File: src/rtl/seq_divider_pkg.sv
// Shared types and helpers for the sequential restoring divider.
// Optional zero-divisor short-cut is enabled with SEQ_DIVIDER_ZERO_CHK_EN.
package seq_divider_pkg;

    typedef enum logic [1:0] {
        IDLE = 2'd0,
        BUSY = 2'd1,
        DONE = 2'd2
    } state_e;

    // Step counter only has to reach n-1, so $clog2(n) bits suffice.
    function automatic int unsigned cnt_w(input int unsigned n);
        return $clog2(n);
    endfunction

endpackage

File: src/rtl/seq_divider_div_step.sv
// One combinational restoring-division step: shift in a dividend bit,
// try to subtract the divisor, keep the difference only if it is non-negative.
module div_step
    import seq_divider_pkg::*;
#(
    parameter int N = 8
) (
    input  logic [N-1:0] rem_i,
    input  logic         bit_i,
    input  logic [N-1:0] divisor_i,
    output logic [N-1:0] rem_o,
    output logic         q_bit_o
);

    logic [N:0] shifted;
    logic [N:0] trial;

    assign shifted = {rem_i, bit_i};
    assign trial   = shifted - {1'b0, divisor_i};

    // A restore only happens when shifted < divisor < 2^N, so its top bit is zero.
    assign q_bit_o = ~trial[N];
    assign rem_o   = trial[N] ? shifted[N-1:0] : trial[N-1:0];

endmodule

File: src/rtl/seq_divider.sv
// Iterative unsigned radix-2 restoring divider, one quotient bit per clock.
// Define SEQ_DIVIDER_ZERO_CHK_EN to add div_by_zero and a one-edge zero-divisor path.
module seq_divider
    import seq_divider_pkg::*;
#(
    parameter int N = 8
) (
    input  logic         clk,
    input  logic         rst,
    input  logic         in_valid,
    output logic         in_ready,
    input  logic [N-1:0] dividend,
    input  logic [N-1:0] divisor,
    output logic         out_valid,
    input  logic         out_ready,
    output logic [N-1:0] quotient,
    output logic [N-1:0] remainder,
`ifdef SEQ_DIVIDER_ZERO_CHK_EN
    output logic         div_by_zero,
`endif
    output state_e       state_dbg
);

    localparam int CW = cnt_w(N);

    state_e         state_q, state_d;
    logic [CW-1:0]  cnt_q, cnt_d;
    logic [N-1:0]   q_q, q_d;
    logic [N-1:0]   rem_q, rem_d;
    logic [N-1:0]   dvs_q, dvs_d;
    logic [N-1:0]   step_rem;
    logic           step_bit;
`ifdef SEQ_DIVIDER_ZERO_CHK_EN
    logic           dbz_q, dbz_d;
`endif

    div_step #(.N(N)) u_step (
        .rem_i     (rem_q),
        .bit_i     (q_q[N-1]),
        .divisor_i (dvs_q),
        .rem_o     (step_rem),
        .q_bit_o   (step_bit)
    );

    // Handshakes: a transfer happens on a rising edge where valid && ready are
    // both high; in_valid is looked at only in IDLE, out_ready only in DONE.
    always_comb begin
        state_d = state_q;
        cnt_d   = cnt_q;
        q_d     = q_q;
        rem_d   = rem_q;
        dvs_d   = dvs_q;
`ifdef SEQ_DIVIDER_ZERO_CHK_EN
        dbz_d   = dbz_q;
`endif
        case (state_q)
            IDLE: begin
                if (in_valid) begin
                    dvs_d   = divisor;
                    q_d     = dividend;
                    rem_d   = '0;
                    cnt_d   = '0;
                    state_d = BUSY;
`ifdef SEQ_DIVIDER_ZERO_CHK_EN
                    if (divisor == '0) begin
                        q_d     = '1;
                        rem_d   = dividend;
                        dbz_d   = 1'b1;
                        state_d = DONE;
                    end
`endif
                end
            end
            BUSY: begin
                rem_d = step_rem;
                q_d   = {q_q[N-2:0], step_bit};
                cnt_d = cnt_q + 1'b1;
                if (cnt_q == CW'(N - 1)) begin
                    state_d = DONE;
                end
            end
            DONE: begin
                if (out_ready) begin
                    state_d = IDLE;
`ifdef SEQ_DIVIDER_ZERO_CHK_EN
                    dbz_d   = 1'b0;
`endif
                end
            end
            default: state_d = IDLE;
        endcase
    end

    always_ff @(posedge clk or posedge rst) begin
        if (rst) begin
            state_q <= IDLE;
            cnt_q   <= '0;
            q_q     <= '0;
            rem_q   <= '0;
            dvs_q   <= '0;
`ifdef SEQ_DIVIDER_ZERO_CHK_EN
            dbz_q   <= 1'b0;
`endif
        end else begin
            state_q <= state_d;
            cnt_q   <= cnt_d;
            q_q     <= q_d;
            rem_q   <= rem_d;
            dvs_q   <= dvs_d;
`ifdef SEQ_DIVIDER_ZERO_CHK_EN
            dbz_q   <= dbz_d;
`endif
        end
    end

    assign in_ready  = (state_q == IDLE);
    assign out_valid = (state_q == DONE);
    assign quotient  = q_q;
    assign remainder = rem_q;
    assign state_dbg = state_q;
`ifdef SEQ_DIVIDER_ZERO_CHK_EN
    assign div_by_zero = dbz_q;
`endif

endmodule

File: config.mk
export PLATFORM = sky130hd
export DESIGN_NAME = seq_divider
export DESIGN_NICKNAME = d
export VERILOG_FILES = /design/src/rtl/seq_divider_pkg.sv /design/src/rtl/seq_divider_div_step.sv /design/src/rtl/seq_divider.sv
export SDC_FILE = /design/constraint.sdc
export NUM_CORES = 1
export LEC_CHECK = 0
export ABC_AREA = 1
export ABC_CLOCK_PERIOD_IN_PS = 2750
export BUFFER_PORTS_ARGS = -buffer_cell sky130_fd_sc_hd__buf_2
export CAP_MARGIN = 20
export CORE_MARGIN = 2
export CORE_UTILIZATION = 55
export CTS_BUF_LIST = sky130_fd_sc_hd__clkbuf_4 sky130_fd_sc_hd__clkbuf_8
export CTS_CLUSTER_SIZE = 8
export DETAILED_ROUTE_END_ITERATION = 12
export PLACE_DENSITY = 0.8
export REMOVE_ABC_BUFFERS = 1
export SLEW_MARGIN = 20
export SYNTH_ARGS = -nofsm -noshare
export SYNTH_HDL_FRONTEND = slang
export SYNTH_HIERARCHICAL = 1
export SYNTH_SLANG_ARGS = --single-unit
File: constraint.sdc
create_clock -name clk -period 2.75 [get_ports clk]
set_clock_uncertainty 0.15 [all_clocks]
set_input_delay 0.4125 -clock clk [delete_from_list [all_inputs] [get_ports clk]]
set_output_delay 0.4125 -clock clk [all_outputs]
set_load 0.03 [all_outputs]
; ---- Word-level counts from Yosys, hierarchy flattened
; Cells that the tools add are included.
[op_classes]
n_addsub = 2
mul = 0
n_div = 0
order_cmp = 0
n_eq_ne = 6
shifts = 0
mux = 11
n_bitwise = 1
reduce_logical = 5
[op_table]
columns = cell, count
row1 = $pmux 8 s2, 2
row2 = $mux 8, 3
row3 = $sub 9x8->9, 1
row4 = $mux 2, 3
row5 = $pmux 2 s3, 1
row6 = $pmux 3 s2, 1
row7 = $ne 2x2->1 const B, 2
row8 = $reduce_and 2->1, 2
row9 = $add 3x1->3 const B, 1
row10 = $eq 3x3->1 const B, 1
row11 = $mux 3, 1
row12 = $reduce_and 3->1, 1
row13 = $eq 2x1->1 const B, 1
row14 = $eq 2x2->1 const B, 1
row15 = $logic_not 2->1, 1
row16 = $ne 2x1->1 const B, 1
row17 = $reduce_bool 2->1, 1
row18 = $not 1->1, 1
[word_totals]
ff_bits = 29
latch_bits = 0
ram_bits = 0
romBits = 0
in_bits = 20
output_inout_bits = 20
wordCells = 30
mem_count = 0

; ---- Longest topological paths before layout
; Gate-level depths: netlist (run 1).
[logic_depth]
ltp_word = 3
ltp_mapped = 14
mapped_depth_nobuf = 14

; ---- By module
; Netlist (run 1), hierarchy kept.
[by_module_without_submodules]
columns = module, n_inst, cells_each, area_each_um2, seq_area_each_um2
row1 = seq_divider, 1, 154, 1273.7, 725.7
row2 = div_step, 1, 105, 588.1, 0.0

; ---- Worst setup path after synthesis (run 1)
; OpenSTA, ideal clock, no wires.
[synth_timing]
kind = register to register
startpoint = reg q_q[7], in the netlist quotient[7]
endpoint = reg rem_q[7], in the netlist remainder[7]
setup_time_ps = 118
t_arrival_ps = 1887
t_required_ps = 2482
setup_slack_ps = 594
path_stages_with_launch = 15
n_path_buf = 0
period_less_slack_ps = 2156
cell_sequence = dfrtp_1 -> inv_1 -> ha_1 -> inv_1 -> fa_1 -> nand2_1 -> nand2_1 -> nand3_2 -> nand2_2 -> nand2_4 -> nand2_8 -> nand2_1 -> nand2_1 -> nand3_1 -> nand2_1
[synth_between]
elab_chain_cells = 3
[synth_lines]
columns = item, line
row1 = "start, declared", seq_divider.sv:28  ; logic [N-1:0] q_q, q_d;
row2 = "start signal, assigned", seq_divider.sv:107  ; q_q <= q_d;
row3 = $sub 9x8->9, seq_divider_div_step.sv:19  ; assign trial = shifted - {1'b0, divisor_i};
row4 = $mux 8, seq_divider_div_step.sv:23  ; assign rem_o = trial[N] ? shifted[N-1:0] : trial[N-1:0];
row5 = net step_rem[7], seq_divider.sv:31  ; logic [N-1:0] step_rem;
row6 = $pmux 8 s2, seq_divider.sv:56  ; case (state_q)
row7 = "end signal, assigned", seq_divider.sv:108  ; rem_q <= rem_d;
row8 = "end, declared", seq_divider.sv:29  ; logic [N-1:0] rem_q, rem_d;
; The timed path passes the listed nets, and every way through them passes these cells.
; A chain may end at the register's enable or synchronous reset.

; ---- Worst setup path in the final report (run 1)
[layout_timing]
startpoint = reg q_q[7], in the netlist quotient[7]
endpoint = reg rem_q[1], in the netlist remainder[1]
; Same word-level chain as after synthesis.

==> results of run 1 <==
==> placed cells by master, fill, tap and decap left out, types with 2 or more instances in the layout <==
master,count
nand2_1,120
nand3_1,40
buf_2,39
dfrtp_1,29
inv_1,24
ha_1,10
clkbuf_4,6
nor2_1,4
nand2_2,3
inv_2,2
o21ai_1,2
clkinv_2,2
buf_4,2
xnor2_1,2
==> metal layers <==
metal | vias up | GRT usage, % | share of wire, %
met5 | - | 0 | 0
met4 | 0 | 8.33 | 1.3
met3 | 6 | 4.35 | 5.6
met2 | 66 | 38.2 | 47
met1 | 779 | 27.7 | 46
li1 | 896 | - | -
==> sequential cells by signal, summed over array words and instances, names as in the netlist <==
register and flops:
remainder 8, quotient 8, dvs_q 8, state_dbg 2
cnt_q 3
==> cell usage after synthesis, drive strengths merged, types with 2 or more instances <==
cell type	n
nand2	125
nand3	42
dfrtp	29
inv	26
ha	10
buf	6
nor2	6
o21ai	3
a21oi	2
clkbuf	2
or2	2
xnor2	2
==> area by class of cell <==
cell class	count	area (um^2)
clock inverter	2	10.0
multi-input combinational	196	998
tap	46	57.6
timing repair buffer	41	210
fill	310	1140
sequential	29	726
inverter	26	97.6
clock buffer	6	45.0
==> worst reg2reg max path: cells and delay by family, from the launching register on <==
kind | cells | cell delay (ps)
buf+inv | 2 | 130
fa+ha+maj | 2 | 550
simple gates | 10 | 860
flops | 1 | 420
==> power by group <==
group          leakage, nW  internal, mW  switching (mW)
combinational        0.889         0.749            1.31
clock               0.0354         0.107           0.142
sequential           0.364         0.626           0.205
total                 1.29          1.48            1.66
==> through the flow <==
step | hold WS [ps] | instance area, um^2 | std cells | setup slack (ps)
floorplan | 292 | 1820 | 251 | 580
global placement | 305 | 2090 | 338 | 644
detailed placement | 310 | 2090 | 338 | 563
CTS | 2.49 | 2140 | 346 | 535
global route | 7.15 | 2140 | 346 | 354
finish | -10.2 | 2140 | 346 | 531
==> worst paths after layout <==
check                            startpoint      endpoint  slack [ps]
min in group clk                  out_ready  state_dbg[1]         110
max in group asynchronous               rst      dvs_q[6]        2190
worst min register to register     dvs_q[1]      dvs_q[1]         320
worst min-delay path                    rst   quotient[4]         -10
worst max-delay path            quotient[7]  remainder[1]         530
worst max register to register  quotient[7]  remainder[1]         530
==> logic make-up after synthesis <==
group           share of synthesized area [%]
buf+inv                                  7.39
simple gates                             42.1
xor+xnor                                 1.41
flops                                    39.0
fa+ha+maj                                7.80
compound gates                           2.35
==> metrics.txt, run 1 <==
Max-cap violations=0; leading area contributor after synthesis=dfrtp_1; Total Power=about 3.1 mW; Async S/R FF share, synth=100%; Clock Latency Late Sink=320 ps; clk root buf=clkbuf_4; Worst Path Required=about 2800 ps; CP max-delay cell=dfrtp_1; Crit path top cell by count=nand2_1; crit path max fanout=9; failing checks=hold timing; die area=3870 um^2; Synth top area share=~39%; Crit. End Element=flip-flop; # DRC=0; WP depth=14; CTS Buffer Depth=2; leakage=about 1.3 nW; Top Family by Delay on Critical Path=simple AND/OR/NAND/NOR gates; CTS Sinks=29; # resized after CTS=0; Final setup viols=0; antenna cells=0; Area Overhead vs Synth=15.2%; worst hold path type=input port to asynchronous set/reset pin; Yosys reg bits=29; Netlist Area Pre-Place=approximately 1900 um^2; Pins Over Slew Limit=0; RSZ-0062 raised after global routing=false; worst-path cell chain=inv_1, ha_1, inv_1, fa_1, nand2_1, nand2_1, nand3_2, nand2_2, nand2_4, nand2_8, nand2_2, nand2_1, nand3_1, nand2_1; GRT Residual Overflow=0; final period utilization=80.7%; Buf+Inv Stages, Crit Path=2; Die Ht=62.2 um; share of layout cells above drive strength 1=around a fifth; Worst Tran Pin Value=slightly above 800 ps; number of synthesized flops with an enable pin=0; max_slew headroom=around 45%; Initial Utilization=56.7%; Critical Path AT=2270 ps; Post-Route Utilization=65.3%; Final Critical Period=between 2000 and 2500 ps; initial antenna violation count=0; Die Span X=62.2 um; DR pass1 iterations=4; largest net degree at the start of global routing=30; Core Area=3280 um^2; Yosys warnings=6; Crit Path Category=flip-flop to flip-flop; Seq/Total Area, Yosys=39.0%; CTS tree=yes; status=finished with violations; WL/cell=approximately 11 um; first-pass GRT wire length=6890 um; vias in the first global route=1624; io pins=40; vias per cell=5.05; CP startpoint kind=flip-flop; Synth area leaders=dfrtp_1 (39%), nand2_1 (24%), nand3_1 (11%); Netlist cell types=28; vias post-DR=1747; Synth Flop Type=dfrtp_1; Std-Cell Rows=21; nets=330; WL final=3900 um; # hold bufs at CTS=0; GR Util All Layers=22.2%; Antenna Nets Post-Route=0; clk slew on worst S/H paths=90 ps; number of H-tree levels=2; worst vdd ir=0.000661 V; Final HPWL DP=~3000 um; setup TNS=0 ps; Fin. Hold Viols=8; R2R cell count=14; postcts setup bufs=0; Max Clk Rate=0.451 GHz; routability congestion estimate=0.909; CP max stage delay=between 400 and 500 ps; Post-Syn Instances=259; CTS Buf Count=5; syn avg cell area=slightly above 7 um^2; DR iter-0 viols=83; Port Buf Inserts=39; pwr/cell area=1460 nW/um^2; final hold slack=-10.2 ps
(Power assumes the default switching activity.)
==> inputs of run 2 (changes only) <==
- ABC_AREA: 1 -> 0
- ABC_CLOCK_PERIOD_IN_PS: 2750 -> 2140
- PLACE_DENSITY: 0.8 -> 0.81
- clock period: 2.75 -> 2.14 ns (I/O delays scaled with it)
==> metrics.txt, run 2 <==
status=finished with violations; failing checks=setup timing; GR Util All Layers=26.3% (+4.1 points); DR pass1 iterations=4 (unchanged); Max Clk Rate=0.375 GHz (-17%); Port Buf Inserts=39 (unchanged); share of layout cells above drive strength 1=46.1% (+25 points); Crit. End Element=flip-flop; Fin. Hold Viols=0 (-8); antenna cells=0 (unchanged); Post-Syn Instances=156 (-40%); most common cell in the netlist=dfrtp_1; met3 wire len=142 um (-35%); Pins Over Slew Limit=0 (unchanged); Std-Cell Rows=20 (-4.8%); Initial Utilization=57.4% (+0.75 points); Final Critical Period=2660 ps (+446 ps); number of synthesized flops with an enable pin=0 (unchanged); largest net degree at the start of global routing=30 (unchanged); hold path startpoint=divisor[2]; Critical Path AT=2720 ps (+450 ps); Post-Route Utilization=77.1% (+12 points); most frequent cells after synthesis=dfrtp_1 (29), inv_1 (15), mux2_2 (15); WL final=4380 um (+12%); Netlist Area Pre-Place=1740 um^2 (-6.6%); Die Span X=60.2 um (-3.1%); Synth Flop Type=dfrtp_1; CP startpoint kind=flip-flop; Netlist cell types=43 (+54%); DR iter-0 viols=56 (-33%); syn avg cell area=11.1 um^2 (+55%); Die Ht=60.2 um (-3.1%); routed wl met2=2270 um (+24%); Core Area=3030 um^2 (-7.8%); Worst Slack Setup Final=-525 ps (-1060 ps); Yosys warnings=6 (unchanged); clk slew on worst S/H paths=90 ps (about the same); vias in the first global route=1565 (-3.6%); CTS Buf Count=5 (unchanged); vias per cell=5.44 (+7.7%); Max-cap violations=0 (unchanged); clk root buf=clkbuf_4; leading area contributor after synthesis=dfrtp_1; max_slew headroom=63.1% (+18 points); CTS tree=yes; Yosys reg bits=29 (unchanged); WHS Path Cells=2; CTS Buffer Depth=2 (unchanged); pre-CTS setup slack=-570 ps (-1130 ps); number of H-tree levels=2 (unchanged); Synth top area share=41.7% (+2.7 points); nets=260 (-21%); Synth area leaders=dfrtp_1 (42%), mux2_2 (9.7%), ha_1 (7.2%); R2R cell count=11 (-3); Reg2Reg Setup Slack=-520 ps (-1060 ps); Seq/Total Area, Yosys=41.7% (+2.7 points); crit path max fanout=3 (-6); initial antenna violation count=0 (unchanged); CTS Sinks=29 (unchanged); Clock Latency Late Sink=320 ps (about the same); WHS Endpoint=dvs_q[2]; vias post-DR=1490 (-15%); RR Endpoint=remainder[1]; # DRC=0 (unchanged); Worst Tran Pin Value=554 ps (-277 ps); Final HPWL DP=2850 um (-3.5%); Top Metal Used=met4; Worst Path Required=2190 ps (-620 ps); Async S/R FF share, synth=100% (unchanged); Area Overhead vs Synth=34.2%; GRT Residual Overflow=0 (unchanged); reg2reg start=quotient[7]; WL/cell=16.0 um (+42%); commonest non-fill, non-tap cell in the layout=buf_2; Final setup viols=9 (+9); routability congestion estimate=0.859 (-5.4%); RSZ-0062 raised after global routing=true; commonest cells after routing, fill and taps aside=buf_2 (39), dfrtp_1 (29), buf_4 (29); Antenna Nets Post-Route=0 (unchanged); final period utilization=125% (+44 points); met1 WL=1930 um (+7.3%); die area=3630 um^2 (-6.2%); worst hold path type=input port to flip-flop; io pins=40 (unchanged); first-pass GRT wire length=6950 um (+0.80%); Crit Path Category=flip-flop to flip-flop
-- run 2: metrics by stage --
| stage | area [um^2] | instances | hold WS [ps] | TNS (ps) |
|---|---|---|---|---|
| floorplan | 1700 | 150 | 249 | -5110 |
| global placement | 2120 | 256 | 250 | -3880 |
| detailed placement | 2120 | 256 | 256 | -4620 |
| CTS | 2280 | 271 | 61.1 | -4020 |
| global route | 2330 | 274 | 66.0 | -4450 |
| finish | 2330 | 274 | 72.6 | -4010 |
-- run 2: routing by layer --
metal | global-route usage [%] | vias to the layer above
met2 | 44.1 | 33
met3 | 6.71 | 5
met5 | 0 | -
met4 | 9.52 | 0
met1 | 32.6 | 741
li1 | - | 711
-- run 2: cells by family (layout without fill, tap and decap cells) --
logic type	after synthesis	count (layout)	share of synthesized area (%)
multiplexers	18	18	11.5
XOR/XNOR	5	5	3.60
AND/OR/NAND/NOR	33	33	11.9
buffers and inverters	21	95	5.47
AO/OA/AOI/OAI	39	39	17.5
adder cells (fa/ha/maj)	11	11	8.35
flip-flops	29	29	41.7
-- run 2: final cells by class --
type / instances / area [um^2]
multi-input cells: 106 / 980
flip-flops and latches: 29 / 726
well taps: 44 / 55.1
fillers: 194 / 694
clock buffers: 8 / 60.1
inverters: 15 / 56.3
repair buffers: 72 / 457
-- run 2: worst max-delay path, cell delays in order, from the launching register on --
cell     delay [ps]
dfrtp_1         400
inv_2            80
ha_4            130
inv_2            40
fa_2            350
a21o_1          210
a21oi_4         200
o31ai_4          90
xor2_4          190
buf_6           150
mux2_4          290
a22o_1          270
-- run 2: how the worst max path moves through the flow --
| stage | start | end | slack [ps] | cells past startpoint |
|---|---|---|---|---|
| 5_1_grt | quotient[7] | remainder[1] | -560 | 11 |
| 3_3_place_gp | quotient[7] | remainder[3] | -470 | 10 |
| 2_1_floorplan | quotient[7] | remainder[7] | -630 | 10 |
| 3_5_place_dp | quotient[7] | remainder[3] | -570 | 10 |
| 6_report | quotient[7] | remainder[1] | -520 | 11 |
| 4_1_cts | quotient[7] | remainder[7] | -480 | 11 |
-- run 2: repair_timing --
item / in CTS / in global routing
gates resized for setup: 12 / 6
hold buffers: 1 / 0
endpoints found under the hold margin: 29 / 0
pin swaps: 8 / 9
buffers inserted: 7 / 3
setup endpoints to repair: 9 / 9
Power of run 2 is not shown: default switching activity piles up to over one toggle a cycle in this logic, so the estimate is an artifact.
